--- config.mk ---
export PLATFORM = sky130hd
export DESIGN_NAME = mandelbrot
export DESIGN_NICKNAME = d
export VERILOG_FILES = /design/src/rtl/mandelbrot.sv
export SDC_FILE = /design/constraint.sdc
export NUM_CORES = 2
export LEC_CHECK = 0
export ABC_CLOCK_PERIOD_IN_PS = 15600
export BUFFER_PORTS_ARGS = -buffer_cell sky130_fd_sc_hd__buf_2
export CORE_UTILIZATION = 30
export CTS_CLUSTER_SIZE = 12
export DETAILED_ROUTE_END_ITERATION = 10
export PLACE_DENSITY = 0.54
export SLEW_MARGIN = 15
export SYNTH_ARGS = -nofsm -noshare
export SYNTH_HDL_FRONTEND = slang
export SYNTH_SLANG_ARGS = --single-unit
--- constraint.sdc ---
create_clock -name clk -period 15.6 [get_ports clk]
set_input_delay 3.12 -clock clk [delete_from_list [all_inputs] [get_ports clk]]
set_output_delay 3.12 -clock clk [all_outputs]
set_load 0.03 [all_outputs]
--- src/rtl/mandelbrot.sv ---
// rtl/mandelbrot.sv - Mandelbrot escape-time iterator, one z^2+c step per clock
//
// Iterates z(k+1) = z(k)^2 + c from z(0) = 0 in signed fixed point. Iteration
// stops when |z|^2 > 4.0 or when 255 iterations have been applied. The result
// is reported on count, and done pulses for one cycle when it is valid.
//
// Ports
//   clk     : clock, all state updates on the rising edge
//   rst_n   : asynchronous active-low reset
//   run     : start request, level sensitive, sampled only while idle
//   c_real  : real part of c, signed, Q fractional bits
//   c_imag  : imaginary part of c, signed, Q fractional bits
//   count   : iteration count of the current/last computation
//   done    : one-cycle pulse, count holds the result while high

module mandelbrot #(
  parameter int Q = 12,
  parameter int N = 16
) (
  input  logic         clk,
  input  logic         rst_n,
  input  logic         run,
  input  logic [N-1:0] c_real,
  input  logic [N-1:0] c_imag,
  output logic [7:0]   count,
  output logic         done
);

  localparam int W2 = 2 * N + 1;
  // Escape threshold 4.0 in Q format, compared strictly greater-than.
  localparam logic signed [W2-1:0] THRESH = W2'(4 << Q);

  typedef enum logic [1:0] {
    S_IDLE,
    S_ITER,
    S_DONE
  } state_t;

  state_t r_state;
  state_t w_state_nxt;

  logic signed [N-1:0]    r_c_re;
  logic signed [N-1:0]    r_c_im;
  logic signed [N-1:0]    r_z_re;
  logic signed [N-1:0]    r_z_im;
  logic [7:0]             r_count;

  logic signed [2*N-1:0]  w_re_x;
  logic signed [2*N-1:0]  w_im_x;
  logic signed [2*N-1:0]  w_re2;
  logic signed [2*N-1:0]  w_im2;
  logic signed [2*N-1:0]  w_reim;
  logic signed [2*N-1:0]  w_diff;
  logic signed [W2-1:0]   w_mag;
  logic signed [N-1:0]    w_z_re_nxt;
  logic signed [N-1:0]    w_z_im_nxt;
  logic                   w_stop;

  // Full-precision products: operands sign-extended to 2N bits first.
  assign w_re_x = {{N{r_z_re[N-1]}}, r_z_re};
  assign w_im_x = {{N{r_z_im[N-1]}}, r_z_im};
  assign w_re2  = w_re_x * w_re_x;
  assign w_im2  = w_im_x * w_im_x;
  assign w_reim = w_re_x * w_im_x;

  // Each square is shifted down to Q format before summing; the extra top
  // bit keeps the sum of two maximal squares from overflowing.
  assign w_mag  = ($signed({w_re2[2*N-1], w_re2}) >>> Q)
                + ($signed({w_im2[2*N-1], w_im2}) >>> Q);

  assign w_stop = (w_mag > THRESH) || (r_count == 8'hFF);

  // Difference taken modulo 2^(2N); only bits [N+Q-1:Q] survive the
  // arithmetic shift-by-Q and truncation to N bits, so no wider sum is needed.
  assign w_diff     = w_re2 - w_im2;
  assign w_z_re_nxt = w_diff[N+Q-1:Q] + r_c_re;
  // (2*re*im) >>> Q truncated to N bits is re*im bits [N+Q-2:Q-1].
  assign w_z_im_nxt = w_reim[N+Q-2:Q-1] + r_c_im;

  always_ff @(posedge clk or negedge rst_n) begin
    if (!rst_n) begin
      r_state <= S_IDLE;
    end else begin
      r_state <= w_state_nxt;
    end
  end

  always_comb begin
    w_state_nxt = r_state;
    done        = 1'b0;
    case (r_state)
      S_IDLE: begin
        if (run) begin
          w_state_nxt = S_ITER;
        end
      end
      S_ITER: begin
        if (w_stop) begin
          w_state_nxt = S_DONE;
        end
      end
      S_DONE: begin
        done        = 1'b1;
        w_state_nxt = S_IDLE;
      end
      default: begin
        w_state_nxt = S_IDLE;
      end
    endcase
  end

  always_ff @(posedge clk or negedge rst_n) begin
    if (!rst_n) begin
      r_c_re  <= '0;
      r_c_im  <= '0;
      r_z_re  <= '0;
      r_z_im  <= '0;
      r_count <= '0;
    end else begin
      case (r_state)
        S_IDLE: begin
          // c is captured here so later input changes cannot disturb the run.
          if (run) begin
            r_c_re  <= c_real;
            r_c_im  <= c_imag;
            r_z_re  <= '0;
            r_z_im  <= '0;
            r_count <= '0;
          end
        end
        S_ITER: begin
          if (!w_stop) begin
            r_z_re  <= w_z_re_nxt;
            r_z_im  <= w_z_im_nxt;
            r_count <= r_count + 8'd1;
          end
        end
        default: begin
        end
      endcase
    end
  end

  assign count = r_count;

endmodule

==> flow_metrics.py <==
metrics = {
    "placement": {
        "gp_congestion": 0.906,
        "port_buffers": 43,
        "placed_area_um2": 33800,
        "dpl.hpwl_um": 64800,
    },
    "cts": {
        "ctsHoldBuffers": 0,
        "cts.root.buffer_cell": "clkbuf_16",
        "clockBufferDepth": 2,
        "h-tree-depth": 3,
        "cts_tree": "built",
        "clkTransAtPathRegs_ns": 0.09,
        "clkLatencyLatePin_ns": 0.41,
        "numCtsBuffers": 9,
        "postCtsSetupRepairBufs": 0,
        "cts_num_sinks": 74,
        "cts_resized": 0,
    },
    "grt": {
        "grt_max_degree": 39,
        "grt_first_pass_wirelength_um": 135000,
        "grt.total_usage_pct": 16.1,
        "grt-ovfl-total": 0,
        "antenna_found_initial": 2,
        "grt_pass1_vias": 24900,
    },
    "logic_synthesis": {
        "synth_area_um2": 32000,
        "ys_warn_count": 0,
        "ys_top_cells_by_count": "946 x inv_1, 695 x fa_1, 435 x nand2_1",
        "ys_async_sr_fraction_pct": 100,
        "synthSimpleGateAreaFrac_pct": 13.6,
        "avgSynthCellArea_um2": 8.77,
        "yosys-top-cells-area": "fa_1 43%, ha_1 13%, inv_1 11%, dfrtp_1 5.8%, nand2_1 5.1%",
        "synth_top_area_share_pct": 43.5,
        "synth_top_family_by_area": "adder cells",
        "synthFlopType": "dfrtp_1",
        "ys_ff_latch": 74,
        "synthCells": 3648,
        "synth_cell_types": 73,
        "synth.most_common_cell": "inv_1",
        "muxShareOfSynthArea_pct": 0.375,
        "ys_seq_area_share_pct": 5.79,
        "synth_edf_count": 0,
        "synth_xor_area_share_pct": 4.27,
        "synthAdderAreaFrac_pct": 56.2,
        "synth_compound_area_share_pct": 6.93,
        "syn-num-nets": 4704,
        "yosysTopAreaCell": "fa_1",
    },
    "worst_setup_path": {
        "reg2reg_setup_slack_ns": 4.46,
        "cpMostUsedCell": "fa_1",
        "crit_type": "reg -> reg",
        "worstPathRequired_ns": 15.93,
        "slowest_delay_ns": 0.69,
        "startpoint": "r_z_im[7]",
        "crit_path_end_kind": "flop",
        "worst_path_max_delay_cell": "fa_1",
        "start_kind": "flop",
        "crit_fanout": 37,
        "r2r-start": "r_z_im[7]",
        "worstSetupEndpoint": "count[7]",
        "cp.arrival_ns": 11.47,
        "r2r_cells": 36,
        "reg2reg_to": "count[7]",
    },
    "sta": {
        "slew_viol_final": 0,
        "worst_clock_skew_ns": 0.0191,
        "fmax_mhz": 89.7,
        "finalSetupViolations": 0,
        "rsz0062_at_grt": "false",
        "timing.final.crit_period_ns": 11.14,
        "finalCritPeriodShare_pct": 71.4,
        "max_slew_margin_pct": 30.7,
        "worst_pin_slew_ns": 1.01,
        "finalHoldViolCount": 0,
        "setup_tns_ns": 0,
    },
    "die": {
        "die_x_um": 329,
        "core_area_um2": 106000,
        "fp.dieH_um": 329,
        "dieArea_um2": 108000,
        "initial_core_util_pct": 30.3,
        "io_pins": 44,
        "rows": 119,
    },
    "finish": {
        "antennaDiodeCount": 0,
        "post-route-util_pct": 32.3,
        "syn2layout_area_growth_pct": 6.46,
        "drive_gt1_share_pct": 3.79,
        "final_area_um2": 34100,
        "nets": 4670,
    },
    "routing": {
        "viasPerCell": 4.61,
        "first_iter_violations": 1379,
        "first_pass_iters": 5,
        "vias": 23100,
        "finalWirelength_um": 81500,
        "drcViolationCount": 0,
        "ant_nets": 0,
        "wl_per_cell_um": 16.3,
    },
    "min_path": {
        "hold_path_class": "reg -> reg",
    },
    "run": {
        "maxCapViolCount": 0,
    },
    "outcome": {
        "status": "finished clean",
    },
}
area by class of cell:
type                       count  area (um2)
clock buffer                   9         225
clock inverter                 7        60.1
fill                       11100       71500
inverter                     961        3610
multi-input combinational   2486       26100
sequential                    74        1850
tap                         1391        1740
timing repair buffer          82         510
sequential cells by signal (all words and copies together), names as in the netlist:
register,flops
r_c_im,16
count,8
r_z_im,16
r_state,2
r_z_re,16
r_c_re,16
placed cells by master, fill, tap and decap left out, types with 43 or more instances in the layout:
master   instances
a21oi_1         91
and2_1         126
dfrtp_1         73
fa_1           695
ha_1           326
inv_1          946
nand2_1        434
nand3_1         43
nor2_1         198
o21ai_0         73
xnor2_1        109
xor2_1          47
worst max-delay path, delay by kind of cell, from the launching register on:
kind / cells / cell delay, ns
and+or+nand+nor: 7 / 1.52
adders and majority gates: 8 / 3.86
DFF: 1 / 0.33
xor gates and xnor gates: 1 / 0.30
AOI/OAI and AO/OA: 12 / 3.68
buffers and inverters: 8 / 1.36
stage by stage:
stage / instances / setup WS [ns] / hold WS (ns)
finish: 5010 / 4.46 / 0.489
global route: 5010 / 3.93 / 0.516
CTS: 5010 / 4.58 / 0.494
detailed placement: 4994 / 4.63 / 0.474
global placement: 4994 / 4.83 / 0.469
floorplan: 3648 / 6.19 / 0.452
worst min-delay path by stage:
stage                           end  cells after the start  startpoint  slack [ns]
after floorplan           r_c_im[0]                      2   r_c_im[0]        0.45
after global placement    r_c_im[0]                      2   r_c_im[0]        0.47
after detailed placement  r_c_im[9]                      2   r_c_im[9]        0.47
after CTS                 r_c_im[9]                      2   r_c_im[9]        0.49
after global routing      r_c_re[3]                      2   r_c_re[3]        0.52
final                     r_c_re[0]                      2   r_c_re[0]        0.49
logic make-up (layout without fill, tap and decap cells):
logic type                 Yosys count  after routing
buffers and inverters             1088           1059
adders and majority gates         1021           1021
and+or+nand+nor                    960            960
AOI/OAI and AO/OA                  338            338
xor gates and xnor gates           156            156
DFF                                 74             74
muxes                               11             11
per-layer routing:
metal  routed length (um)  track usage (%)  part of all wire [%]  vias up
li1                     -                -                     -    10800
met1                36200             21.5                    44    11800
met2                39600             27.4                    49      419
met3                 3580             2.01                   4.4       78
met4                 2070             4.29                   2.5        0
met5                    0                0                     0        -
Power is left out: the tool's default activity adds up to more than one toggle a clock period on the data nets, which glitch-free logic cannot reach.
